### src/rtl/mem_access_stage_if.sv
// Execute->Memory bundle, data bus request/response, and Memory->Writeback bundle for mem_access_stage.
// The master modport is the stage itself; the slave modport is its environment (upstream, memory, writeback).
interface mem_access_stage_if #(
  parameter int unsigned ADDR_W = 32
);
  logic              in_valid;
  logic              in_ready;
  logic [5:0]        in_opcode;
  logic [5:0]        in_funct;
  logic [4:0]        in_dstE;
  logic [4:0]        in_dstM;
  logic [ADDR_W-1:0] in_valE;
  logic [ADDR_W-1:0] in_valA;
  logic [ADDR_W-1:0] in_pc;
  logic [1:0]        in_stat;

  logic              dreq_valid;
  logic [ADDR_W-1:0] dreq_addr;
  logic [3:0]        dreq_strobe;
  logic [ADDR_W-1:0] dreq_data;
  logic              dresp_addr_ok;
  logic              dresp_data_ok;
  logic [ADDR_W-1:0] dresp_data;

  logic              out_valid;
  logic              out_ready;
  logic [4:0]        out_dstE;
  logic [4:0]        out_dstM;
  logic [ADDR_W-1:0] out_valE;
  logic [ADDR_W-1:0] out_pc;
  logic [ADDR_W-1:0] out_valM;
  logic [1:0]        out_stat;

  modport master (
    input  in_valid, in_opcode, in_funct, in_dstE, in_dstM, in_valE, in_valA, in_pc, in_stat,
    output in_ready,
    output dreq_valid, dreq_addr, dreq_strobe, dreq_data,
    input  dresp_addr_ok, dresp_data_ok, dresp_data,
    output out_valid, out_dstE, out_dstM, out_valE, out_pc, out_valM, out_stat,
    input  out_ready
  );

  modport slave (
    output in_valid, in_opcode, in_funct, in_dstE, in_dstM, in_valE, in_valA, in_pc, in_stat,
    input  in_ready,
    input  dreq_valid, dreq_addr, dreq_strobe, dreq_data,
    output dresp_addr_ok, dresp_data_ok, dresp_data,
    input  out_valid, out_dstE, out_dstM, out_valE, out_pc, out_valM, out_stat,
    output out_ready
  );
endinterface

### src/rtl/mem_access_stage.sv
// Memory pipeline stage: issues one split address/data bus transaction per load/store, else forwards the bundle.
// Optional MEM_BYTE_HALF_EN adds byte/halfword loads and stores (LB/LBU/LH/LHU/SB/SH).
module mem_access_stage #(
  parameter logic [5:0]  OP_LW  = 6'h23,
  parameter logic [5:0]  OP_SW  = 6'h2b,
  parameter int unsigned ADDR_W = 32
) (
  input  logic                clk,
  input  logic                reset,
  input  logic                flush,
  mem_access_stage_if.master  bus
);

  typedef enum logic [1:0] {S_IDLE, S_REQ, S_WAIT, S_DONE} state_t;

  localparam logic [1:0] SZ_BYTE = 2'd0;
  localparam logic [1:0] SZ_HALF = 2'd1;
  localparam logic [1:0] SZ_WORD = 2'd2;

  state_t state, state_next;
  logic   flush_pending;

  logic [4:0]        r_dstE, r_dstM;
  logic [ADDR_W-1:0] r_valE, r_valA, r_pc, r_valM;
  logic [1:0]        r_stat, r_size;
  logic              r_load, r_store, r_unsigned;

  logic       dec_load, dec_store, dec_unsigned, dec_misaligned, dec_mem_go;
  logic [1:0] dec_size, dec_stat;

  logic in_ready_int, capture, complete, drop;

  always_comb begin
    dec_load     = 1'b0;
    dec_store    = 1'b0;
    dec_unsigned = 1'b0;
    dec_size     = SZ_WORD;
    if (bus.in_stat == 2'd0) begin
      if (bus.in_opcode == OP_LW) begin
        dec_load = 1'b1;
      end else if (bus.in_opcode == OP_SW) begin
        dec_store = 1'b1;
      end
`ifdef MEM_BYTE_HALF_EN
      else begin
        case (bus.in_opcode)
          6'h20: begin dec_load = 1'b1; dec_size = SZ_BYTE; end
          6'h24: begin dec_load = 1'b1; dec_size = SZ_BYTE; dec_unsigned = 1'b1; end
          6'h21: begin dec_load = 1'b1; dec_size = SZ_HALF; end
          6'h25: begin dec_load = 1'b1; dec_size = SZ_HALF; dec_unsigned = 1'b1; end
          6'h28: begin dec_store = 1'b1; dec_size = SZ_BYTE; end
          6'h29: begin dec_store = 1'b1; dec_size = SZ_HALF; end
          default: ;
        endcase
      end
`endif
    end
    dec_misaligned = (dec_load || dec_store) &&
                     (((dec_size == SZ_WORD) && (bus.in_valE[1:0] != 2'b00)) ||
                      ((dec_size == SZ_HALF) && bus.in_valE[0]));
    dec_mem_go = (dec_load || dec_store) && !dec_misaligned;
    dec_stat   = dec_misaligned ? (dec_load ? 2'd1 : 2'd2) : bus.in_stat;
  end

  assign in_ready_int = !reset && ((state == S_IDLE) || ((state == S_DONE) && bus.out_ready));
  // flush beats a same-cycle capture
  assign capture  = bus.in_valid && in_ready_int && !flush;
  assign complete = ((state == S_REQ) && bus.dresp_addr_ok && bus.dresp_data_ok) ||
                    ((state == S_WAIT) && bus.dresp_data_ok);
  assign drop     = flush_pending || flush;

  always_ff @(posedge clk) begin
    if (reset) state <= S_IDLE;
    else       state <= state_next;
  end

  always_comb begin
    state_next = state;
    case (state)
      S_IDLE: if (capture) state_next = dec_mem_go ? S_REQ : S_DONE;
      S_REQ: begin
        if (bus.dresp_addr_ok) begin
          if (bus.dresp_data_ok) state_next = drop ? S_IDLE : S_DONE;
          else                   state_next = S_WAIT;
        end
      end
      S_WAIT: if (bus.dresp_data_ok) state_next = drop ? S_IDLE : S_DONE;
      S_DONE: begin
        if (flush)              state_next = S_IDLE;
        else if (capture)       state_next = dec_mem_go ? S_REQ : S_DONE;
        else if (bus.out_ready) state_next = S_IDLE;
      end
      default: state_next = S_IDLE;
    endcase
  end

  always_comb begin
    bus.in_ready   = in_ready_int;
    bus.dreq_valid = (state == S_REQ);
    bus.out_valid  = (state == S_DONE);
  end

  logic [ADDR_W-1:0] lane;
  logic [ADDR_W-1:0] load_value;

  assign lane = bus.dresp_data >> {r_valE[1:0], 3'b000};

  always_comb begin
    case (r_size)
      SZ_BYTE: load_value = r_unsigned ? {{(ADDR_W-8){1'b0}}, lane[7:0]}
                                       : {{(ADDR_W-8){lane[7]}}, lane[7:0]};
      SZ_HALF: load_value = r_unsigned ? {{(ADDR_W-16){1'b0}}, lane[15:0]}
                                       : {{(ADDR_W-16){lane[15]}}, lane[15:0]};
      default: load_value = bus.dresp_data;
    endcase
  end

  always_ff @(posedge clk) begin
    if (reset) begin
      r_dstE        <= '0;
      r_dstM        <= '0;
      r_valE        <= '0;
      r_valA        <= '0;
      r_pc          <= '0;
      r_valM        <= '0;
      r_stat        <= '0;
      r_size        <= SZ_WORD;
      r_load        <= 1'b0;
      r_store       <= 1'b0;
      r_unsigned    <= 1'b0;
      flush_pending <= 1'b0;
    end else begin
      if (capture) begin
        r_dstE     <= bus.in_dstE;
        r_dstM     <= bus.in_dstM;
        r_valE     <= bus.in_valE;
        r_valA     <= bus.in_valA;
        r_pc       <= bus.in_pc;
        r_valM     <= '0;
        r_stat     <= dec_stat;
        r_size     <= dec_size;
        r_load     <= dec_load;
        r_store    <= dec_store;
        r_unsigned <= dec_unsigned;
      end else if (complete && r_load) begin
        r_valM <= load_value;
      end
      // flush during a bus transaction is remembered until the response arrives
      if ((state == S_REQ) || (state == S_WAIT))
        flush_pending <= complete ? 1'b0 : (flush_pending || flush);
      else
        flush_pending <= 1'b0;
    end
  end

  always_comb begin
    bus.dreq_addr = {r_valE[ADDR_W-1:2], 2'b00};
    case (r_size)
      SZ_BYTE: begin
        bus.dreq_strobe = 4'b0001 << r_valE[1:0];
        bus.dreq_data   = {4{r_valA[7:0]}};
      end
      SZ_HALF: begin
        bus.dreq_strobe = 4'b0011 << r_valE[1:0];
        bus.dreq_data   = {2{r_valA[15:0]}};
      end
      default: begin
        bus.dreq_strobe = 4'hF;
        bus.dreq_data   = r_valA;
      end
    endcase
    if (!r_store) bus.dreq_strobe = 4'h0;
  end

  assign bus.out_dstE = r_dstE;
  assign bus.out_dstM = r_dstM;
  assign bus.out_valE = r_valE;
  assign bus.out_pc   = r_pc;
  assign bus.out_valM = r_valM;
  assign bus.out_stat = r_stat;

endmodule

### src/flat_wrapper.sv
// flat-port wrapper written by rule: the top's interface ports become plain ports
module mem_access_stage_flat 
#(
  parameter logic [5:0]  OP_LW  = 6'h23,
  parameter logic [5:0]  OP_SW  = 6'h2b,
  parameter int unsigned ADDR_W = 32
)
  (clk, reset, flush, bus_in_valid, bus_in_opcode, bus_in_funct, bus_in_dstE, bus_in_dstM, bus_in_valE, bus_in_valA, bus_in_pc, bus_in_stat, bus_in_ready, bus_dreq_valid, bus_dreq_addr, bus_dreq_strobe, bus_dreq_data, bus_dresp_addr_ok, bus_dresp_data_ok, bus_dresp_data, bus_out_valid, bus_out_dstE, bus_out_dstM, bus_out_valE, bus_out_pc, bus_out_valM, bus_out_stat, bus_out_ready);
  mem_access_stage_if #(.ADDR_W(ADDR_W)) bus_i ();
  input  logic clk;
  input  logic reset;
  input  logic flush;
  input wire logic [$bits(bus_i.in_valid)-1:0] bus_in_valid;
  input wire logic [$bits(bus_i.in_opcode)-1:0] bus_in_opcode;
  input wire logic [$bits(bus_i.in_funct)-1:0] bus_in_funct;
  input wire logic [$bits(bus_i.in_dstE)-1:0] bus_in_dstE;
  input wire logic [$bits(bus_i.in_dstM)-1:0] bus_in_dstM;
  input wire logic [$bits(bus_i.in_valE)-1:0] bus_in_valE;
  input wire logic [$bits(bus_i.in_valA)-1:0] bus_in_valA;
  input wire logic [$bits(bus_i.in_pc)-1:0] bus_in_pc;
  input wire logic [$bits(bus_i.in_stat)-1:0] bus_in_stat;
  output wire logic [$bits(bus_i.in_ready)-1:0] bus_in_ready;
  output wire logic [$bits(bus_i.dreq_valid)-1:0] bus_dreq_valid;
  output wire logic [$bits(bus_i.dreq_addr)-1:0] bus_dreq_addr;
  output wire logic [$bits(bus_i.dreq_strobe)-1:0] bus_dreq_strobe;
  output wire logic [$bits(bus_i.dreq_data)-1:0] bus_dreq_data;
  input wire logic [$bits(bus_i.dresp_addr_ok)-1:0] bus_dresp_addr_ok;
  input wire logic [$bits(bus_i.dresp_data_ok)-1:0] bus_dresp_data_ok;
  input wire logic [$bits(bus_i.dresp_data)-1:0] bus_dresp_data;
  output wire logic [$bits(bus_i.out_valid)-1:0] bus_out_valid;
  output wire logic [$bits(bus_i.out_dstE)-1:0] bus_out_dstE;
  output wire logic [$bits(bus_i.out_dstM)-1:0] bus_out_dstM;
  output wire logic [$bits(bus_i.out_valE)-1:0] bus_out_valE;
  output wire logic [$bits(bus_i.out_pc)-1:0] bus_out_pc;
  output wire logic [$bits(bus_i.out_valM)-1:0] bus_out_valM;
  output wire logic [$bits(bus_i.out_stat)-1:0] bus_out_stat;
  input wire logic [$bits(bus_i.out_ready)-1:0] bus_out_ready;
  assign bus_i.in_valid = bus_in_valid;
  assign bus_i.in_opcode = bus_in_opcode;
  assign bus_i.in_funct = bus_in_funct;
  assign bus_i.in_dstE = bus_in_dstE;
  assign bus_i.in_dstM = bus_in_dstM;
  assign bus_i.in_valE = bus_in_valE;
  assign bus_i.in_valA = bus_in_valA;
  assign bus_i.in_pc = bus_in_pc;
  assign bus_i.in_stat = bus_in_stat;
  assign bus_in_ready = bus_i.in_ready;
  assign bus_dreq_valid = bus_i.dreq_valid;
  assign bus_dreq_addr = bus_i.dreq_addr;
  assign bus_dreq_strobe = bus_i.dreq_strobe;
  assign bus_dreq_data = bus_i.dreq_data;
  assign bus_i.dresp_addr_ok = bus_dresp_addr_ok;
  assign bus_i.dresp_data_ok = bus_dresp_data_ok;
  assign bus_i.dresp_data = bus_dresp_data;
  assign bus_out_valid = bus_i.out_valid;
  assign bus_out_dstE = bus_i.out_dstE;
  assign bus_out_dstM = bus_i.out_dstM;
  assign bus_out_valE = bus_i.out_valE;
  assign bus_out_pc = bus_i.out_pc;
  assign bus_out_valM = bus_i.out_valM;
  assign bus_out_stat = bus_i.out_stat;
  assign bus_i.out_ready = bus_out_ready;
  mem_access_stage #(.OP_LW(OP_LW), .OP_SW(OP_SW), .ADDR_W(ADDR_W)) u_core (.clk(clk), .reset(reset), .flush(flush), .bus(bus_i));
endmodule
### config.mk
export PLATFORM = sky130hd
export DESIGN_NAME = mem_access_stage_flat
export DESIGN_NICKNAME = d
export VERILOG_FILES = /design/src/rtl/mem_access_stage_if.sv /design/src/rtl/mem_access_stage.sv /design/src/flat_wrapper.sv
export SDC_FILE = /design/constraint.sdc
export NUM_CORES = 1
export LEC_CHECK = 0
export ABC_AREA = 1
export BUFFER_PORTS_ARGS = -buffer_cell sky130_fd_sc_hd__buf_2
export CAP_MARGIN = 20
export CORE_AREA = 2 2 133 135
export CTS_CLUSTER_DIAMETER = 30
export DETAILED_ROUTE_END_ITERATION = 10
export DIE_AREA = 0 0 135 137
export MAX_ROUTING_LAYER = met4
export SLEW_MARGIN = 20
export SYNTH_ARGS = -nofsm -noshare
export SYNTH_HDL_FRONTEND = slang
export SYNTH_SLANG_ARGS = --single-unit
### constraint.sdc
create_clock -name clk -period 2.05 [get_ports clk]
set_clock_uncertainty 0.05 [all_clocks]
set_input_delay 0.205 -clock clk [delete_from_list [all_inputs] [get_ports clk]]
set_output_delay 0.205 -clock clk [all_outputs]
set_load 0.03 [all_outputs]
==> results of run 1 <==
-- state kept, by name, summed over array words and instances, names as in the netlist, 2 cells and up --
register,flops
u_core.bus.out_dstE,5
u_core.bus.out_dstM,5
u_core.bus.out_pc,32
u_core.bus.out_stat,2
u_core.bus.out_valE,32
u_core.bus.out_valM,32
u_core.r_valA,32
u_core.state,2
-- worst max path at each step --
stage | from | to | cells after the start
2_1_floorplan | u_core.state[1] | u_core.bus.out_valM[10] | 10
3_3_place_gp | u_core.state[0] | u_core.bus.out_stat[0] | 11
3_5_place_dp | u_core.state[0] | u_core.bus.out_stat[0] | 11
4_1_cts | u_core.state[0] | u_core.bus.out_stat[0] | 11
5_1_grt | u_core.state[1] | u_core.state[1] | 12
6_report | u_core.state[0] | u_core.r_valA[11] | 10
-- timing repair --
item / in CTS / in global routing
hold buffers: 105 / 0
hold endpoints to repair: 105 / 0
endpoints found under the setup margin: 0 / 115
gates resized for setup: 0 / 6
buffers inserted: 0 / 2
-- where the power goes --
| group | leakage [µW] | internal [µW] | switching (µW) |
|---|---|---|---|
| combinational | 0.00320 | 632 | 1060 |
| clock | 0.000271 | 1840 | 1230 |
| sequential | 0.00117 | 2980 | 96.2 |
| total | 0.00464 | 5450 | 2390 |
-- kinds of logic after synthesis --
| family | count (synthesis) | synth area share (%) |
|---|---|---|
| other | 1 | 0.0648 |
| flip-flops | 145 | 50.2 |
| buffers and inverters | 131 | 11.9 |
| AND/OR/NAND/NOR | 390 | 26.5 |
| adder cells (fa/ha/maj) | 5 | 1.08 |
| AO/OA/AOI/OAI | 116 | 10.2 |
-- cell usage after synthesis (all sizes together) --
master and n:
nand3 38, inv 46, a31o 1, o21a 1
nand4 4, o21ai 2, clkbuf 13, or2 1
dfxtp 145, ha 5, nor3b 1, buf 72
o22ai 1, nor2 14, nor3 3, conb 1
nand2 329, a21oi 111
-- cells in the final DEF, fill, tap and decap left out, drive strengths merged, types with 2 or more instances in the layout --
cell type / Yosys / routed
clkbuf: 13 / 23
ha: 5 / 5
nand2: 329 / 329
a21oi: 111 / 111
conb: 1 / 2
nor3: 3 / 3
nand3: 38 / 38
nand4: 4 / 4
diode: 0 / 2
bufinv: 0 / 2
inv: 46 / 48
nor2: 14 / 14
clkinv: 0 / 3
dlygate4sd3: 0 / 105
clkinvlp: 0 / 4
buf: 72 / 343
dfxtp: 145 / 145
o21ai: 2 / 2
-- tightest hold or removal path, stage by stage --
cell,delay [ns]
buf_2,0.10
nand2_1,0.07
a21oi_1,0.06
-- stage by stage --
stage	area (µm²)	cells	power, µW	util [%]	hold WS, ns
floorplan	5790	789	4160	-	0.276
global placement	7370	1270	4610	43.2	0.389
detailed placement	7370	1270	4610	43.2	0.392
CTS	9000	1407	7870	52.8	0.0107
global route	9090	1413	8200	53.3	0.0118
finish	9090	1413	7830	53.3	0.0229
-- metal layers --
layer / wire [µm] / vias up
li1: - / 3203
met1: 8030 / 2807
met2: 9110 / 251
met3: 1340 / 27
met4: 380 / 0
met5: 0 / -
-- cell type report --
class                           count  share of cell area, %
Clock inverter                     11                   1.43
Multi-Input combinational cell    513                   24.2
Timing Repair Buffer              450                   32.4
Clock buffer                       21                   4.96
Antenna cell                        2                 0.0551
Sequential cell                   145                   31.9
Tap cell                          225                   3.10
Inverter                           46                   1.95
==> run_results.csv, run 1 <==
group,metric,value,unit
outcome,outcome,"finished, final reports clean",
yosys,avgSynthCellArea,7.34,µm²
worst_setup_path,crit_required,2.34,ns
sta,setup_tns,0,ns
global_route,grt_pass1_vias,5868,
global_route,top_usage_layer,"met2",
sta,timing.final.crit_share,91.5,%
place,place_ws,0.126,ns
routing,drcViolationCount,0,
routing,detail-route-antenna-nets,0,
floorplan,die_w,135,µm
worst_setup_path,crit_path_cell_trace,"inv_2, ha_1, inv_1, nand2_1, nand4_1, buf_4, buf_12, clkbuf_16, nand2_1, a21oi_1",
finish,area.growth.synth_to_final,57.1,%
power_and_ir_drop,power.leakage,0.00464,µW
cts,cts_sinks,145,
worst_setup_path,cpLargestDelayFamily,"buffers and inverters",
routing,wirelength,18900,µm
yosys,synth_top_area_share,50.2,%
floorplan,ios,338,
power_and_ir_drop,worst_ir_drop_vdd,542,µV
yosys,yosysSeqAreaShare,50.2,%
flow_run,drv_cap,0,
worst_hold_path,whs_path_depth,3,
worst_setup_path,crit_path_frequent_cell,"nand2_1",
routing,wire_per_inst,13.3,µm
yosys,synth_area,5780,µm²
finish,nNetsFinal,1337,
global_route,grt_max_degree,59,
floorplan,core_area,17100,µm²
global_route,grt_pass1_wl,28300,µm
yosys,syn_inst,788,
cts,numCtsBuffers,17,
finish,n_fill_cell,1622,
yosys,synthDistinctLibCells,24,
yosys,ys_warn_count,0,
worst_hold_path,min_to,"u_core.bus.out_pc[31]",
worst_setup_path,rr_endpoint,"u_core.r_valA[11]",
routing,via_per_inst,4.45,
routing,vias,6288,
place,dpl.hpwl,12100,µm
worst_setup_path,cp-end-kind,"register",
cts,path_clk_slew,0.06,ns
cts,clockBufferDepth,2,
floorplan,dieArea,18500,µm²
cts,clk_latency,0.41,ns
yosys,synth_area_leaders,"dfxtp_1, nand2_1, a21oi_1",
worst_hold_path,hold_class,"primary input to register",
worst_setup_path,crit_path_top_delay_cell,"dfxtp_1",
floorplan,start_util,33.9,%
routing,dr.pass1.iters,4,
place,numPortBuffers,329,
sta,drv_slew,0,
worst_setup_path,cp_slowest_stage_delay,0.38,ns
global_route,grt_use_total,19.7,%
yosys,synth_seq_cells,145,
worst_setup_path,start_kind,"register",
sta,post-route-min-period,1.88,ns
floorplan,chipHeight,137,µm
worst_setup_path,cp_max_fo,25,
worst_setup_path,cp.arrival,2.16,ns
floorplan,num_rows,48,
cts,cts-root-buf,"clkbuf_16",
finish,final-seq-area,2900,µm²
finish,drive_gt1_share,32.2,%
cts,htree_levels,4,
sta,rsz0062_at_grt,"false",
cts,cts_tree,"built",
worst_setup_path,reg2regPathDepth,10,
sta,fin_ws,0.174,ns
sta,finalSetupViolCount,0,
worst_setup_path,worst-path-buf-inv,5,
global_route,grtUsageMet1,23.0,%
sta,slew_headroom,64.6,%
worst_hold_path,min_from,"bus_in_pc[31]",
yosys,synth_area_leader_cell,"dfxtp_1",
sta,hold_violations,0,
global_route,grt-ovfl-total,0,
sta,max_freq,0.533,GHz
routing,drt_iter0_drc,207,
sta,tightest_slew,0.530,ns
worst_setup_path,crit_type,"register to register",
power_and_ir_drop,p_per_area,862,nW/µm²
global_route,grtUsageMet3,5.37,%
place,gp_congestion,0.814,
finish,multiInputGateArea,2200,µm²
global_route,antenna_found_initial,2,
worst_setup_path,rr_startpoint,"u_core.state[0]",
worst_setup_path,r2r_slack,0.17,ns
global_route,grt_util_met2,32.4,%
No activity file was read; power rests on OpenSTA's default activity.
==> inputs of run 2 (changes only) <==
CORE_AREA = 5 5 128 130   (was 2 2 133 135)
DIE_AREA = 0 0 133 135   (was 0 0 135 137)
PLACE_DENSITY = 0.72   (was not set)
==> run_results.csv, run 2 (synthesis gave the netlist of run 1 again) <==
group,metric,value,unit
sta,drv_slew,0,
routing,drcViolationCount,0,
place,dpl.hpwl,12600,µm
place,numPortBuffers,329,
worst_setup_path,cp-end-kind,"register",
global_route,grt_pass1_wl,30800,µm
global_route,antenna_found_initial,0,
global_route,grt-ovfl-total,0,
finish,drive_gt1_share,32.0,%
power_and_ir_drop,p_per_area,879,nW/µm²
worst_setup_path,cp_max_fo,60,
routing,dr.pass1.iters,5,
power_and_ir_drop,internal_power,5540,µW
sta,rsz0062_at_grt,"false",
place,gp_congestion,0.868,
power_and_ir_drop,comb_power_share,21.3,%
cts,cts_sinks,145,
global_route,grt_pass1_vias,6219,
cts,clockBufferDepth,2,
sta,post-route-min-period,1.86,ns
floorplan,num_rows,45,
sta,tightest_slew,0.573,ns
routing,detail-route-antenna-nets,0,
routing,drt_iter0_drc,378,
finish,final_common_cell,"nand2_1",
worst_setup_path,crit_required,2.33,ns
worst_setup_path,crit_type,"register to register",
sta,hold_violations,0,
floorplan,start_util,38.5,%
cts,clk_latency,0.41,ns
finish,nNetsFinal,1336,
global_route,grt_use_total,21.9,%
cts,cts-root-buf,"clkbuf_16",
finish,area.growth.synth_to_final,55.6,%
place,dpl-instance-area,7320,µm²
cts,path_clk_slew,0.06,ns
cts,htree_levels,4,
floorplan,dieArea,18000,µm²
outcome,outcome,"finished, final reports clean",
routing,wire_per_inst,14.6,µm
power_and_ir_drop,worst_ir_drop_vdd,559,µV
floorplan,chipHeight,135,µm
worst_setup_path,start_kind,"register",
sta,max_freq,0.538,GHz
cts,post_cts_resized,0,
finish,final_cell_mix,"nand2_1, buf_2, dfxtp_1",
worst_setup_path,cp.arrival,2.13,ns
sta,timing.final.crit_share,90.6,%
cts,cts_tree,"built",
floorplan,ios,338,
cts,numCtsBuffers,17,
routing,wirelength,20000,µm
floorplan,die_w,133,µm
finish,final_area,9000,µm²
routing,via_per_inst,4.66,
sta,finalSetupViolCount,0,
power_and_ir_drop,p_seq_share,38.8,%
flow_run,drv_cap,0,
sta,setup_tns,0,ns
worst_hold_path,hold_class,"primary input to register",
power_and_ir_drop,switching_share,30.0,%
global_route,grt_max_degree,111,
floorplan,core_area,15000,µm²
finish,diodes,0,
sta,slew_headroom,61.8,%
power_and_ir_drop,power_switching,2370,µW
power_and_ir_drop,clkPwrFrac,40.0,%
routing,vias,6392,
power_and_ir_drop,power.leakage,0.00463,µW
run 2: per-stage QoR:
| stage | hold WS, ns | std cells | setup slack [ns] | util (%) | power [µW] |
|---|---|---|---|---|---|
| 2_1_floorplan | 0.276 | 789 | 0.257 | - | 4160 |
| 3_3_place_gp | 0.389 | 1233 | 0.139 | 48.7 | 4610 |
| 3_5_place_dp | 0.384 | 1233 | 0.117 | 48.7 | 4620 |
| 4_1_cts | 0.00361 | 1370 | 0.104 | 59.8 | 7950 |
| 5_1_grt | 0.0193 | 1372 | 0.0298 | 59.9 | 8250 |
| 6_report | 0.0243 | 1372 | 0.192 | 59.9 | 7920 |
run 2: repair_timing:
action | CTS | global route
endpoints found under the hold margin | 106 | 0
hold buffers | 106 | 0
setup buffers | 0 | 2
endpoints found under the setup margin | 0 | 51
run 2: worst max-delay path, stage by stage, from the launching register on:
cell and delay [ns]:
dfxtp_1 0.35, inv_1 0.09, ha_1 0.22, inv_1 0.07, nand2_1 0.07, nand4_1 0.17
buf_4 0.16, buf_12 0.24, nand2_1 0.10, a21oi_1 0.22
run 2: routing by layer:
layer | vias up | part of all wire [%] | track usage (%)
met2 | 297 | 50 | 36.7
met3 | 51 | 7.3 | 5.74
met1 | 2862 | 39 | 24.7
met4 | 0 | 3.1 | 9.47
li1 | 3182 | - | -
met5 | - | 0 | -
run 2: area by class of cell:
class,instances,area [µm²]
clock buffers,19,443
repair buffers,449,2890
flip-flops and latches,145,2900
multi-input cells,513,2200
fillers,1282,6030
well taps,188,235
clock inverters,12,159
inverters,46,174
run 2: path summary, 6_finish.rpt:
kind                             to              startpoint  cells after the start  slack (ns)
min reg2reg  u_core.bus.out_stat[0]  u_core.bus.out_stat[0]                      2        0.40
min          u_core.bus.out_stat[0]          bus_in_stat[0]                      4        0.02
max                u_core.r_valA[5]         u_core.state[0]                      9        0.19
max reg2reg        u_core.r_valA[5]         u_core.state[0]                      9        0.19
run 2: power groups by stage:
stage,Clock [µW],Combinational [µW],Sequential [µW]
floorplan,0,774,3390
global placement,0,1490,3120
detailed placement,0,1500,3130
CTS,3220,1660,3070
global route,3340,1830,3090
finish,3160,1680,3070
==> inputs of run 3 (changes only) <==
CTS_BUF_LIST = sky130_fd_sc_hd__clkbuf_4 sky130_fd_sc_hd__clkbuf_8 sky130_fd_sc_hd__clkbuf_16   (was not set)
HOLD_SLACK_MARGIN = 0.05   (was not set)
==> run_results.csv, run 3 (synthesis gave the netlist of run 1 again) <==
group,metric,value,unit
outcome,outcome,"finished, final reports clean",
finish,final_cell_mix,"nand2_1, buf_2, dfxtp_1",
routing,drt_iter0_drc,398,
sta,finalSetupViolCount,0,
cts,path_clk_slew,0.06,ns
place,dpl.hpwl,12600,µm
cts,htree_levels,4,
routing,wire_per_inst,14.5,µm
finish,fin_util,62.0,%
floorplan,core_area,15000,µm²
cts,cts_tree,"built",
floorplan,num_rows,45,
finish,drive_gt1_share,31.3,%
global_route,top_usage_layer,"met2",
worst_setup_path,crit_required,2.33,ns
worst_setup_path,cp_max_fo,60,
sta,post-route-min-period,1.85,ns
global_route,grt_max_degree,111,
sta,whs,0.0636,ns
worst_setup_path,cp-end-kind,"register",
routing,dr.pass1.iters,5,
cts,cts_sinks,145,
cts,clk_latency,0.41,ns
sta,fin_ws,0.200,ns
sta,rsz0062_at_grt,"false",
finish,diodes,0,
cts,post_cts_resized,0,
global_route,grt_util_met2,37.9,%
finish,multiInputGateArea,2200,µm²
finish,final-seq-area,2900,µm²
routing,vias,6533,
sta,slew_headroom,63.5,%
routing,drcViolationCount,0,
cts,numCtsBuffers,17,
global_route,grt_use_total,22.5,%
sta,setup_tns,0,ns
global_route,grtUsageMet1,25.6,%
power_and_ir_drop,total_power,7970,µW
cts,cts-root-buf,"clkbuf_16",
global_route,grt-ovfl-total,0,
worst_hold_path,hold_class,"primary input to register",
global_route,grt_pass1_wl,31700,µm
finish,area.growth.synth_to_final,61.0,%
global_route,grt_pass1_vias,6399,
sta,max_freq,0.541,GHz
place,gp_congestion,0.868,
routing,detail-route-antenna-nets,0,
global_route,grtUsageMet3,5.70,%
routing,wirelength,20400,µm
global_route,antenna_found_initial,0,
power_and_ir_drop,worst_ir_drop_vdd,559,µV
finish,nNetsFinal,1367,
place,place_ws,0.117,ns
floorplan,start_util,38.5,%
floorplan,chipHeight,135,µm
floorplan,dieArea,18000,µm²
routing,via_per_inst,4.66,
worst_setup_path,crit_type,"register to register",
power_and_ir_drop,p_per_area,856,nW/µm²
cts,clockBufferDepth,2,
worst_setup_path,start_kind,"register",
sta,drv_slew,0,
floorplan,die_w,133,µm
finish,n_fill_cell,1225,
sta,hold_violations,0,
sta,timing.final.crit_share,90.2,%
place,numPortBuffers,329,
flow_run,drv_cap,0,
finish,final_common_cell,"nand2_1",
floorplan,ios,338,
sta,tightest_slew,0.547,ns
worst_setup_path,cp.arrival,2.13,ns
power_and_ir_drop,power.leakage,0.00477,µW
## run 3: worst max-delay path: stages, from the launching register on
cell and delay, ns:
dfxtp_1 0.35, inv_1 0.09, ha_1 0.22, inv_1 0.07
nand2_1 0.07, nand4_1 0.17, buf_4 0.16, buf_12 0.24
nand2_1 0.09, a21oi_1 0.22
## run 3: worst paths after layout
path / endpoint / slack [ns] / from / cells past startpoint
max: u_core.r_valA[5] / 0.20 / u_core.state[0] / 9
min: u_core.bus.out_valM[24] / 0.06 / bus_dresp_data[24] / 5
max reg2reg: u_core.r_valA[5] / 0.20 / u_core.state[0] / 9
min reg2reg: u_core.bus.out_stat[0] / 0.40 / u_core.bus.out_stat[0] / 2
## run 3: layout make-up
| cell class | instances | share of cell area (%) |
|---|---|---|
| multi-input combinational | 513 | 23.6 |
| clock inverter | 12 | 1.71 |
| sequential | 145 | 31.2 |
| inverter | 46 | 1.87 |
| timing repair buffer | 480 | 34.4 |
| clock buffer | 19 | 4.80 |
| tap | 188 | 2.53 |
## run 3: metal layers
| layer | wire, µm | up-vias |
|---|---|---|
| met1 | 7970 | 2932 |
| met2 | 10300 | 308 |
| met5 | 0 | - |
| met4 | 562 | 0 |
| met3 | 1520 | 45 |
| li1 | - | 3248 |
## run 3: where the power goes
group / internal, µW / switching [µW] / leakage (µW)
Clock: 1960 / 1210 / 0.000293
Combinational: 655 / 1080 / 0.00330
Sequential: 2980 / 92.2 / 0.00117
Total: 5590 / 2380 / 0.00477
## run 3: per-stage QoR
step	area, µm²	cells
after floorplan	5790	789
after global placement	7320	1233
after detailed placement	7320	1233
after CTS	9300	1401
after global routing	9310	1403
final	9310	1403
## run 3: what timing repair did
action / 4_1_cts / 5_1_grt
hold buffers: 137 / 0
setup buffers: 0 / 2
hold endpoints to repair: 138 / 0
setup endpoints to repair: 0 / 51
